==> src/rtl/sva_req_initiator.sv <==
// Request/response handshake initiator: issues one antecedent pulse per accepted command
// and grades the consequent against a [MIN_LAT, MAX_LAT] window with sticky errors and counters.
module sva_req_initiator #(
  parameter int MIN_LAT = 1,
  parameter int MAX_LAT = 1,
  parameter int CNT_W   = 8
) (
  input  logic             clk,
  input  logic             reset_n,
  input  logic             disable_chk,
  input  logic             cmd_valid,
  output logic             cmd_ready,
  output logic             antecedent,
  input  logic             consequent,
  output logic             busy,
  output logic             done,
  output logic             pass,
  output logic             err_early,
  output logic             err_timeout,
  output logic             err_spurious,
  output logic [CNT_W-1:0] pass_cnt,
  output logic [CNT_W-1:0] fail_cnt
);

  typedef enum logic [1:0] {IDLE, ISSUE, WAIT} state_e;

  localparam logic [7:0] MinK = 8'(MIN_LAT);
  localparam logic [7:0] MaxK = 8'(MAX_LAT);

  state_e           state_q, state_d;
  logic [7:0]       k_q, k_d;
  logic             ant_q, ant_d;
  logic             done_q, done_d;
  logic             pass_q, pass_d;
  logic             errEarly_q, errEarly_d;
  logic             errTimeout_q, errTimeout_d;
  logic             errSpurious_q, errSpurious_d;
  logic [CNT_W-1:0] passCnt_q, passCnt_d;
  logic [CNT_W-1:0] failCnt_q, failCnt_d;

  logic resolve, resPass, resEarly;

  always_comb begin
    state_d       = state_q;
    k_d           = k_q;
    ant_d         = 1'b0;
    done_d        = 1'b0;
    pass_d        = 1'b0;
    errEarly_d    = errEarly_q;
    errTimeout_d  = errTimeout_q;
    errSpurious_d = errSpurious_q;
    passCnt_d     = passCnt_q;
    failCnt_d     = failCnt_q;
    resolve       = 1'b0;
    resPass       = 1'b0;
    resEarly      = 1'b0;

    if (disable_chk) begin
      state_d = IDLE;
      k_d     = '0;
    end else begin
      case (state_q)
        IDLE: begin
          // A responder may hold consequent one extra cycle after a resolution.
          if (consequent && !done_q) errSpurious_d = 1'b1;
          if (cmd_valid) begin
            state_d = ISSUE;
            ant_d   = 1'b1;
            k_d     = '0;
          end
        end
        ISSUE: begin
          if (consequent) begin
            resolve  = 1'b1;
            resEarly = 1'b1;
          end else begin
            state_d = WAIT;
            k_d     = 8'd1;
          end
        end
        WAIT: begin
          if (consequent) begin
            resolve  = 1'b1;
            resEarly = (k_q < MinK);
            resPass  = (k_q >= MinK);
          end else if (k_q == MaxK) begin
            resolve = 1'b1;
          end else begin
            k_d = k_q + 8'd1;
          end
        end
        default: state_d = IDLE;
      endcase

      if (resolve) begin
        state_d = IDLE;
        k_d     = '0;
        done_d  = 1'b1;
        pass_d  = resPass;
        if (resPass) begin
          if (passCnt_q != '1) passCnt_d = passCnt_q + CNT_W'(1);
        end else begin
          if (failCnt_q != '1) failCnt_d = failCnt_q + CNT_W'(1);
          if (resEarly) errEarly_d = 1'b1;
          else          errTimeout_d = 1'b1;
        end
      end
    end
  end

  always_ff @(posedge clk or negedge reset_n) begin
    if (!reset_n) begin
      state_q       <= IDLE;
      k_q           <= '0;
      ant_q         <= 1'b0;
      done_q        <= 1'b0;
      pass_q        <= 1'b0;
      errEarly_q    <= 1'b0;
      errTimeout_q  <= 1'b0;
      errSpurious_q <= 1'b0;
      passCnt_q     <= '0;
      failCnt_q     <= '0;
    end else begin
      state_q       <= state_d;
      k_q           <= k_d;
      ant_q         <= ant_d;
      done_q        <= done_d;
      pass_q        <= pass_d;
      errEarly_q    <= errEarly_d;
      errTimeout_q  <= errTimeout_d;
      errSpurious_q <= errSpurious_d;
      passCnt_q     <= passCnt_d;
      failCnt_q     <= failCnt_d;
    end
  end

  assign cmd_ready    = (state_q == IDLE) && !disable_chk;
  assign busy         = (state_q != IDLE);
  assign antecedent   = ant_q;
  assign done         = done_q;
  assign pass         = pass_q;
  assign err_early    = errEarly_q;
  assign err_timeout  = errTimeout_q;
  assign err_spurious = errSpurious_q;
  assign pass_cnt     = passCnt_q;
  assign fail_cnt     = failCnt_q;

endmodule

==> config.mk <==
export PLATFORM = sky130hd
export DESIGN_NAME = sva_req_initiator
export DESIGN_NICKNAME = d
export VERILOG_FILES = /design/src/rtl/sva_req_initiator.sv
export SDC_FILE = /design/constraint.sdc
export NUM_CORES = 1
export LEC_CHECK = 0
export ABC_CLOCK_PERIOD_IN_PS = 2860
export BUFFER_PORTS_ARGS = -buffer_cell sky130_fd_sc_hd__buf_2
export CAP_MARGIN = 20
export CORE_ASPECT_RATIO = 0.9
export CORE_UTILIZATION = 50
export DETAILED_ROUTE_END_ITERATION = 8
export PLACE_DENSITY = 0.8
export REMOVE_ABC_BUFFERS = 1
export SYNTH_ARGS = -nofsm -noshare
export SYNTH_HDL_FRONTEND = slang
export SYNTH_SLANG_ARGS = --single-unit
==> constraint.sdc <==
create_clock -name clk -period 2.86 [get_ports clk]
set_input_delay 0.286 -clock clk [delete_from_list [all_inputs] [get_ports clk]]
set_output_delay 0.286 -clock clk [all_outputs]
set_load 0.02 [all_outputs]
Yosys cells after proc, flatten, opt, wreduce, memory -nomap -nowiden
Cells that the tools add are included.

Order comparisons: 2. Bitwise gates (word level): 3. Reduce and logical (&&, ||, !) cells: 14. Add/subtract/negate cells: 3. Multiplexer cells: 30. Equal/unequal tests: 10.

Operator list (number): $mux W8 (6); $add A8 B1 Y8 const B (3); $pmux W8 S3 (1); $mux W1 (16); $ne A8 B8 Y1 const B (2); $reduce_and A4 Y1 (4); $ne A4 B4 Y1 const B (3); $eq A8 B1 Y1 const B (1); $ge A8 B1 Y1 const B (1); $lt A8 B1 Y1 const B (1); $mux W2 (4); $pmux W2 S3 (1); $reduce_and A3 Y1 (2); $reduce_and A5 Y1 (1); $reduce_bool A5 Y1 (1); $ne A4 B3 Y1 const B (1); $pmux W1 S2 (2); $ne A3 B3 Y1 const B (1); $not A1 Y1 (3); $eq A2 B1 Y1 const B (1); $eq A2 B2 Y1 const B (1); $logic_and A1 B1 Y1 (2); $logic_not A1 Y1 (2); $logic_not A2 Y1 (1); $reduce_bool A2 Y1 (1).

Register bits: 32. Output and inout bits: 24. Bits of input ports: 5. Word-level logic and storage cells: 72.

Logic depth before layout (Yosys ltp)
Gate-level depths: netlist of the first run.

Word-level depth: 7. Mapped depth: 9. Mapped depth without buffers: 7.

Worst setup path before layout of the first run
Ideal clock, no wire load.

Kind: register to register. From: register state_q[0]. To: register passCnt_q[4], in the netlist pass_cnt[4]. Setup time: 0.125 ns. Setup slack: 0.885 ns. Stages on the path, launching flop included: 9. Data required time: 2.735 ns. Period minus slack after synthesis: 1.975 ns. Path buffers: 1. Data arrival time: 1.850 ns. Cells stage by stage: dfrtp_1 -> inv_1 -> ha_1 -> buf_2 -> nand2_1 -> a41o_4 -> nor3_4 -> and4_4 -> mux2_4.

Longest elaborated chain between the ends: 4. Elaborated cells on any way between the ends: 7. Those cells by class: 2 x eq/ne; 4 x mux; 1 x reduce/logical.

RTL lines: start, declared (RTL line 30) `state_e state_q, state_d;`; start signal, assigned (RTL line 124) `state_q <= state_d;`; $eq A2 B2 Y1 / $eq A2 B1 Y1 (equally long branches) (RTL line 62) `case (state_q)`; $pmux W1 S2 / $mux W1 (equally long branches) (RTL line 62); $mux W1 (RTL line 58) `if (disable_chk) begin`; $reduce_and A4 Y1 (no line) *; end signal, assigned (RTL line 132) `passCnt_q <= passCnt_d;`; end, declared (RTL line 38) `logic [CNT_W-1:0] passCnt_q, passCnt_d;`.

Mark *: on every way between the ends. The rest lies on a longest branch, timed or not. The select of a mux whose other input is x is not followed. A chain may end at the register's enable or synchronous reset.

Worst setup path after layout of the first run
From: register state_q[0]. To: register k_q[6].

Longest elaborated chain between the ends: 5. Elaborated cells on any way between the ends: 14. Those cells by class: 6 x eq/ne; 5 x mux; 3 x reduce/logical.

RTL lines: $eq A2 B2 Y1 / $eq A2 B1 Y1 (equally long branches) (RTL line 62); $pmux W1 S2 (RTL line 62); $mux W1 (RTL line 58); $ne A4 B4 Y1 (no line) (tied with other cells); $reduce_and A5 Y1 (no line) / $mux W8 (equally long branches); end signal, assigned (RTL line 125) `k_q <= k_d;`; end, declared (RTL line 31) `logic [7:0] k_q, k_d;`.

Several ways; a longest one is shown, not always the timed one. The select of a mux whose other input is x is not followed.

==> results of run 1 <==
-- logic make-up (layout without fill, tap and decap cells) --
group                    Yosys count  in the layout  share of synthesized area (%)
flip-flops                        32             32                           43.2
multiplexers                       6              6                           3.78
XOR/XNOR                          10             10                           4.72
adder cells (fa/ha/maj)            9              9                           6.07
AO/OA/AOI/OAI                     31             31                           13.5
buffers and inverters             13             44                           3.44
AND/OR/NAND/NOR                   73             73                           25.4
-- layer usage --
layer / up-vias / global-route usage, % / wire length (µm)
met4: 0 / 5.47 / 40
met2: 28 / 33.7 / 1640
li1: 691 / - / -
met5: - / 0 / 0
met3: 6 / 6.87 / 139
met1: 680 / 26.9 / 1720
-- state kept, by name, summed over array words and instances, names as in the netlist --
| signal | count |
|---|---|
| err_timeout | 1 |
| err_early | 1 |
| err_spurious | 1 |
| state_q | 2 |
| fail_cnt | 8 |
| pass_cnt | 8 |
| antecedent | 1 |
| k_q | 8 |
| done | 1 |
| pass | 1 |
-- synthesized netlist by cell type, types with 2 or more instances --
library cell  number  area, µm²
nor2b_1            2       12.5
xnor2_1            4       35.0
a31oi_1            7       43.8
ha_1               9        113
nor2_1            13       48.8
and3_1             4       25.0
xor2_1             6       52.6
nor4_4             2       42.5
nand4_1            6       37.5
mux2_2             2       22.5
nand3_1            8       40.0
a41oi_1            2       17.5
and2_1             4       25.0
dfrtp_1           32        801
a21oi_1            8       40.0
o21bai_1           2       15.0
a31o_2             2       17.5
nor3_2             2       20.0
inv_1              8       30.0
nand2_1           16       60.1
buf_2              2       10.0
nor3_1             3       15.0
mux2_1             2       22.5
or2b_1             2       15.0
o21ai_0            2       10.0
nand2b_1           3       18.8
-- area by class of cell --
type | count | area [µm²]
tap | 44 | 55.1
clock inverter | 1 | 30.0
timing repair buffer | 28 | 140
clock buffer | 7 | 96.3
multi-input combinational | 129 | 991
sequential | 32 | 801
inverter | 8 | 30.0
fill | 284 | 1310
-- worst register-to-register path, stage by stage (launching register included) --
cell and delay, ns:
dfrtp_1 0.38, inv_1 0.09, ha_1 0.33, nand2b_1 0.27
a311oi_2 0.57, and2_1 0.32, a41oi_1 0.16, a31oi_1 0.17
-- power groups by stage --
| stage | combinational (µW) | clock, µW | sequential (µW) |
|---|---|---|---|
| finish | 179 | 468 | 499 |
| global route | 198 | 502 | 503 |
| CTS | 180 | 478 | 500 |
| detailed placement | 180 | 0 | 507 |
| global placement | 177 | 0 | 507 |
| floorplan | 94.6 | 0 | 531 |
-- metrics by stage --
step,worst slack (ns),util (%)
2_1_floorplan,0.837,-
4_1_cts,0.500,62.1
5_1_grt,0.228,62.1
6_report,0.501,62.1
3_5_place_dp,0.542,58.4
3_3_place_gp,0.657,58.4
-- final timing paths --
| kind | to | depth (start not counted) | start | slack (ns) |
|---|---|---|---|---|
| max in group asynchronous | err_early | 1 | reset_n | 2.38 |
| max reg2reg | k_q[6] | 7 | state_q[0] | 0.50 |
| max | k_q[6] | 7 | state_q[0] | 0.50 |
| min | state_q[1] | 1 | reset_n | 0.04 |
| min in group clk | antecedent | 2 | cmd_valid | 0.26 |
| min reg2reg | err_spurious | 1 | err_spurious | 0.46 |
==> qor.yml, run 1 <==
final_cells: 249
slew_headroom_pct: 54.4
die_height_um: 59.8
insertion_delay_ns: 0.28
crit_chain: "inv_1, ha_1, nand2b_1, a311oi_2, and2_1, a41oi_1, a31oi_1"
antenna_found_initial: 0
hold_violations: 0
hold_slack_ns: 0.0408
ys_types: 47
cts_resized: 0
clk_path_buf_depth: 2
p_leak_uw: 0.00104
crit_family: "compound AO/OA/AOI/OAI gates"
setup.worst_path.class: "flop to flop"
netlist_instances: 174
row_count: 20
grt_pass1_wl_um: 6110
cp_max_fo: 8
gp_congestion: 0.846
postCtsHoldBufs: 0
yosysSeqAreaShare_pct: 43.2
cts_setup_buffers: 0
fmax_mhz: 424
cpPeakStageDelay_ns: 0.57
hpwl_um: 2590
fin_crit_sh_pct: 82.5
track_usage_pct: 20.8
ios: 29
place_area_mm2: 0.00202
setup_violations: 0
routed_via_density: 5.64
grt_max_degree: 33
intPower_uw: 849
finalSetupTns_ns: 0
seq_power_share_pct: 43.6
power.share.switching_pct: 25.9
power.switching_uw: 297
grt_pass1_vias: 1374
worst_slew_pin_slew_ns: 0.684
async_reset_ff_share_pct: 100
synth_flop_cell: "dfrtp_1"
cp_num_buf_inv: 1
tritoncts: "yes"
final.min_clock_period_ns: 2.36
rsz0062_at_grt: "no"
p_comb_share_pct: 15.6
drtPass1Iterations: 4
nNetsFinal: 218
layout_common_cells: "dfrtp_1 (32), buf_2 (28), nand2_1 (16)"
hp-class: "input pin to async pin"
slowest_stage: "a311oi_2"
drive_above_1_share_pct: 26.3
h-tree-depth: 2
design_area_mm2: 0.00214
report.final.slew_viol_count: 0
power_uw: 1150
synth-edff-count: 0
end_kind: "flop"
route.detailed.drc: 0
cp.arrival_ns: 2.56
clock_sinks: 32
crit_required_ns: 3.06
netlist_area_mm2: 0.00186
initial_core_util_pct: 53.7
wl_per_cell_um: 14.2
path_clk_slew_ns: 0.06
placeableCoreArea_mm2: 0.00345
finClkSkew_ns: 0.00296
yosys_warnings: 0
via_count: 1405
ys_ff_latch: 32
drv_cap: 0
placed_cells: 241
clkPwrFrac_pct: 40.8
ir_drop_mv: 0.471
ant_nets: 0
cts_buffers: 5
wl_um: 3540
power.density_mw_per_mm2: 535
die_area_mm2: 0.00396
area_growth_pct: 15.5
ctsRootBufferMaster: "clkbuf_8"
final_common_cell: "dfrtp_1"
overflow: 0
synth.avg_cell_area_um2: 10.7
worstSetupStartpointType: "flop"
status: "completed"
die_x_um: 66.2
port_buffers: 28
diodes: 0
first_iter_violations: 74
No activity file was read; power rests on OpenSTA's default activity.
==> run 2: changes to the inputs <==
Settings changed: ABC_AREA from default to 1, ABC_CLOCK_PERIOD_IN_PS 2860 to 2300, PLACE_DENSITY 0.8 to 0.79.
Clock period 2.86 ns to 2.3 ns, I/O delays scaled along.
==> run 2 against run 1 <==
Compared with the run above:
- the flow now finishes with violations (negative hold slack)
- clock skew rose by 0.0024 ns
- routed wire length rose by 20%
- sequential cell count did not move
- sequential share of layout area fell by 2.5 points
- design area rose by 7.2%
- synthesized cell count rose by 50%
- synthesized area rose by 11%
- die area rose by 11%
- first-iteration DRC count rose by 130%
- critical endpoint is now fail_cnt[7]
==> qor.yml, run 2 <==
ys_ff_latch: 32  # unchanged
yosysSeqAreaShare_pct: 38.9  # -4.2 points
die_area_mm2: 0.00437  # +11%
grt_pass1_vias: 1616  # +18%
r2r_cells: 11  # +4
fmax_mhz: 477  # +13%
fin_crit_sh_pct: 91.1  # +8.6 points
diodes: 0  # unchanged
port_buffers: 28  # unchanged
setup.worst_path.class: "flop to flop"
nNetsFinal: 305  # +40%
die_height_um: 62.9  # +5.1%
synth.avg_cell_area_um2: 7.88  # -26%
netlist_instances: 261  # +50%
synth_flop_cell: "dfrtp_1"
placeableCoreArea_mm2: 0.00384  # +11%
cp.arrival_ns: 2.32  # -0.24 ns
yosys_warnings: 0  # unchanged
cts_buffers: 5  # unchanged
grt_max_degree: 33  # unchanged
hpwl_um: 2960  # +15%
p_leak_uw: 0.00120  # +16%
r2r-end: "fail_cnt[7]"
slew_headroom_pct: 53.1  # -1.3 points
synth-edff-count: 0  # unchanged
wl_per_cell_um: 12.5  # -12%
tritoncts: "yes"
drtPass1Iterations: 4  # unchanged
ctsRootBufferMaster: "clkbuf_8"
postCtsHoldBufs: 0  # unchanged
ir_drop_mv: 0.481  # +2.2%
route.detailed.drc: 0  # unchanged
initial_core_util_pct: 53.6  # -0.11 points
startpoint: "state_q[0]"
synth_top_area_cell: "dfrtp_1"
ios: 29  # unchanged
die_x_um: 69.6  # +5.1%
power.density_mw_per_mm2: 817  # +53%
clock_sinks: 32  # unchanged
layout_common_cells: "nand2_1 (76), dfrtp_1 (32), buf_2 (28)"
ys_types: 29  # -38%
r2r_slack_ns: 0.21  # -0.30 ns
worstSetupStartpointType: "flop"
row_count: 21  # +5.0%
grt_pass1_wl_um: 7400  # +21%
antenna_found_initial: 0  # unchanged
drive_above_1_share_pct: 20.3  # -6.1 points
hold_slack_ns: -0.0160  # -0.0568 ns
placed_cells: 330  # +37%
area_growth_pct: 11.7
end_kind: "flop"
finClkSkew_ns: 0.00540  # +0.00244 ns
cp_max_fo: 12  # +4
overflow: 0  # unchanged
report.final.slew_viol_count: 0  # unchanged
clk_path_buf_depth: 2  # unchanged
netlist_area_mm2: 0.00206  # +11%
track_usage_pct: 21.6  # +0.75 points
hold_violations: 16  # +16
gp_congestion: 0.990  # +17%
h-tree-depth: 2  # unchanged
hp-class: "input pin to async pin"
worst_slew_pin_slew_ns: 0.704  # +0.0194 ns
timing.rr.start: "state_q[0]"
rsz0062_at_grt: "no"
cts_setup_buffers: 0  # unchanged
crit_required_ns: 2.52  # -0.54 ns
violations: "negative hold slack"
synth_common_cells: "nand2_1 (76), dfrtp_1 (32), nand3_1 (27)"
synth_top_area_share_pct: 38.9  # -4.2 points
drv_cap: 0  # unchanged
final_common_cell: "nand2_1"
async_reset_ff_share_pct: 100  # unchanged
final_cells: 337  # +35%
wl_um: 4230  # +20%
finalSetupTns_ns: 0  # unchanged
path_clk_slew_ns: 0.07  # about the same
first_iter_violations: 172  # +130%
via_count: 1737  # +24%
final.min_clock_period_ns: 2.09  # -0.264 ns
setup_violations: 0  # unchanged
ant_nets: 0  # unchanged
synth_area_leaders: "dfrtp_1 (39%), nand2_1 (14%), nand3_1 (6.6%)"
yosys.cell_count.top_type: "nand2_1"
status: "finished with violations"
cts_resized: 0  # unchanged
insertion_delay_ns: 0.29  # about the same
routed_via_density: 5.15  # -8.7%
crit_end: "fail_cnt[7]"
## run 2: routing by layer
layer  vias to the layer above  track usage, %  part of all wire (%)
met5                         -               0                     0
met4                         0            9.50                   2.0
met3                         8            6.77                   5.2
met2                        44            31.2                    43
met1                       787            29.6                    50
li1                        898               -                     -
## run 2: how the worst min path moves through the flow
stage	endpoint	slack, ns	cells after the start
floorplan	antecedent	-0.07	0
global placement	k_q[0]	0.33	1
detailed placement	state_q[1]	0.33	1
CTS	state_q[1]	0.02	1
global route	state_q[1]	0.04	1
finish	state_q[1]	-0.02	1
## run 2: kinds of logic (layout without fill, tap and decap cells)
family                   Yosys count  count (layout)  share of synthesized area [%]
adder cells (fa/ha/maj)            9               9                           5.47
XOR/XNOR                          14              14                           5.96
buffers and inverters             34              64                           7.85
AO/OA/AOI/OAI                     17              17                           5.23
flip-flops                        32              32                           38.9
AND/OR/NAND/NOR                  155             155                           36.6
## run 2: through the flow
step | utilization, % | hold WS, ns | area, µm² | power (µW) | setup slack, ns
2_1_floorplan | - | -0.0656 | 2000 | 1210 | 0.537
3_3_place_gp | 57.4 | 0.330 | 2200 | 1390 | 0.361
3_5_place_dp | 57.4 | 0.329 | 2200 | 1410 | 0.256
4_1_cts | 59.9 | 0.0187 | 2300 | 1890 | 0.234
5_1_grt | 59.9 | 0.0435 | 2300 | 2000 | 0.0481
6_report | 59.9 | -0.0160 | 2300 | 1880 | 0.205
## run 2: cell type report
| cell class | instances | area [µm²] |
|---|---|---|
| tap | 46 | 57.6 |
| timing repair buffer | 28 | 140 |
| inverter | 29 | 109 |
| clock buffer | 7 | 96.3 |
| multi-input combinational | 195 | 1090 |
| sequential | 32 | 801 |
| fill | 348 | 1540 |
## run 2: critical path: stages, from the launching register on
cell,delay (ns)
dfrtp_1,0.37
inv_1,0.08
ha_1,0.29
inv_2,0.14
nand2_4,0.07
nand2_4,0.07
nand2_2,0.05
nand2_2,0.23
clkinv_1,0.32
nand2_2,0.25
nand2_1,0.08
nand2_1,0.06
## run 2: power breakdown
part	internal [µW]	switching [µW]
clock network	266	205
registers	632	68.3
logic	207	500
==> run 3: changes to the inputs <==
Settings changed: CELL_PAD_IN_SITES_DETAIL_PLACEMENT from default to 0, CELL_PAD_IN_SITES_GLOBAL_PLACEMENT from default to 2, CORE_MARGIN from default to 4, CORE_UTILIZATION 50 to 33, PLACE_DENSITY 0.79 to 0.86.
==> run 3 against run 2 <==
Compared with the run above:
- highest routed layer unchanged
- die area up 73%
- clock power up 16%
- the run still ends with negative hold slack left
- combinational power increased by 3.1%
==> qor.yml, run 3 (same netlist as run 2, synthesis figures left out) <==
design_area_mm2: 0.00236  # +2.6%
nNetsFinal: 307  # +0.66%
die_x_um: 91.2  # +31%
layout_common_cells: "nand2_1 (76), dfrtp_1 (32), buf_2 (28)"
diodes: 0  # unchanged
setup_violations: 0  # unchanged
cts_resized: 0  # unchanged
slew_headroom_pct: 50.0  # -3.1 points
first_iter_violations: 75  # -56%
power.density_mw_per_mm2: 836  # +2.3%
antenna_found_initial: 0  # unchanged
gp_congestion: 0.827  # -16%
postCtsHoldBufs: 0  # unchanged
track_usage_pct: 13.4  # -8.1 points
h-tree-depth: 2  # unchanged
initial_core_util_pct: 33.8  # -20 points
place_area_mm2: 0.00225  # +2.2%
insertion_delay_ns: 0.29  # about the same
row_count: 27  # +29%
fmax_mhz: 485  # +1.7%
setup.worst_path.class: "flop to flop"
cp_max_fo: 12  # unchanged
rsz0062_at_grt: "no"
clk_path_buf_depth: 2  # unchanged
final.min_clock_period_ns: 2.06  # -0.0341 ns
ios: 29  # unchanged
port_buffers: 28  # unchanged
area_growth_pct: 14.6
ant_nets: 0  # unchanged
worst_slew_pin_slew_ns: 0.750  # +0.0467 ns
wl_per_cell_um: 12.9  # +2.6%
finClkSkew_ns: 0.00548  # +0.0000715 ns
finalSetupTns_ns: 0  # unchanged
hold_slack_ns: -0.000414  # +0.0156 ns
cts_setup_buffers: 0  # unchanged
hpwl_um: 3430  # +16%
grt_max_degree: 33  # unchanged
status: "finished with violations"
fin_crit_sh_pct: 89.6  # -1.5 points
cts_buffers: 5  # unchanged
clock_sinks: 32  # unchanged
ir_drop_mv: 0.540  # +12%
report.final.slew_viol_count: 0  # unchanged
crit_required_ns: 2.53  # about the same
die_area_mm2: 0.00756  # +73%
wl_um: 4710  # +11%
overflow: 0  # unchanged
die_height_um: 82.9  # +32%
route.detailed.drc: 0  # unchanged
routed_via_density: 4.74  # -8.0%
grt_pass1_wl_um: 8200  # +11%
p_leak_uw: 0.00122  # +1.3%
ctsRootBufferMaster: "clkbuf_8"
final_common_cell: "nand2_1"
worstSetupStartpointType: "flop"
placeableCoreArea_mm2: 0.00608  # +59%
drv_cap: 0  # unchanged
drtPass1Iterations: 4  # unchanged
hp-class: "input pin to async pin"
end_kind: "flop"
violations: "negative hold slack"
grt_pass1_vias: 1715  # +6.1%
cp.arrival_ns: 2.29  # -0.03 ns
tritoncts: "yes"
path_clk_slew_ns: 0.07  # about the same
drive_above_1_share_pct: 20.7  # +0.47 points
hold_violations: 1  # -15
via_count: 1735  # -0.12%
-- run 3: cell types whose count changed in the layout (fill, tap and decap cells not counted) --
cell | previous run | this run
clkbuf_1 | 0 | 1
buf_4 | 0 | 2
bufinv_16 | 0 | 1
clkbuf_8 | 7 | 5
clkinv_2 | 0 | 1
-- run 3: routing by layer --
metal / vias up / GRT usage (%) / wire [µm]
met5: - / 0 / 0
met4: 0 / 4.93 / 66
met3: 6 / 3.17 / 162
met1: 789 / 18.7 / 2490
met2: 30 / 20.2 / 1990
li1: 910 / - / -
-- run 3: final timing paths --
kind                                 start           end  slack, ns  cells past startpoint
worst min-delay path               reset_n   pass_cnt[3]    -0.0004                      1
max in group asynchronous          reset_n   fail_cnt[5]       1.81                      1
worst min register to register        done  err_spurious       0.44                      1
worst max-delay path            state_q[0]   fail_cnt[2]       0.24                     11
worst max register to register  state_q[0]   fail_cnt[2]       0.24                     11
min in group clk                 cmd_valid    antecedent       0.18                      3
-- run 3: per-stage QoR --
step / utilization, % / cells / hold WS (ns) / power, µW / setup slack, ns
floorplan: - / 256 / -0.0656 / 1210 / 0.537
global placement: 37.0 / 358 / 0.342 / 1430 / 0.302
detailed placement: 37.0 / 358 / 0.351 / 1440 / 0.253
CTS: 38.8 / 366 / 0.0355 / 1990 / 0.232
global route: 38.8 / 366 / 0.0614 / 2100 / 0.0151
finish: 38.8 / 366 / -0.000414 / 1970 / 0.239
-- run 3: worst max-delay path: stages, from the launching register on --
cell,delay (ns)
dfrtp_1,0.37
inv_1,0.08
ha_1,0.30
inv_2,0.14
nand2_4,0.07
nand2_4,0.07
nand2_2,0.05
nand2_2,0.23
clkinv_1,0.31
nand2_2,0.24
nand2_1,0.07
nand2_1,0.06
-- run 3: power breakdown --
group	internal [µW]	switching, µW
sequential	632	63.9
combinational	215	514
clock	322	224
total	1170	802
-- run 3: final cells by class --
class | instances | area, µm²
fill | 643 | 3720
inverter | 29 | 109
clock buffer | 6 | 72.6
multi-input combinational | 195 | 1090
tap | 72 | 90.1
timing repair buffer | 30 | 155
clock inverter | 2 | 35.0
sequential | 32 | 801
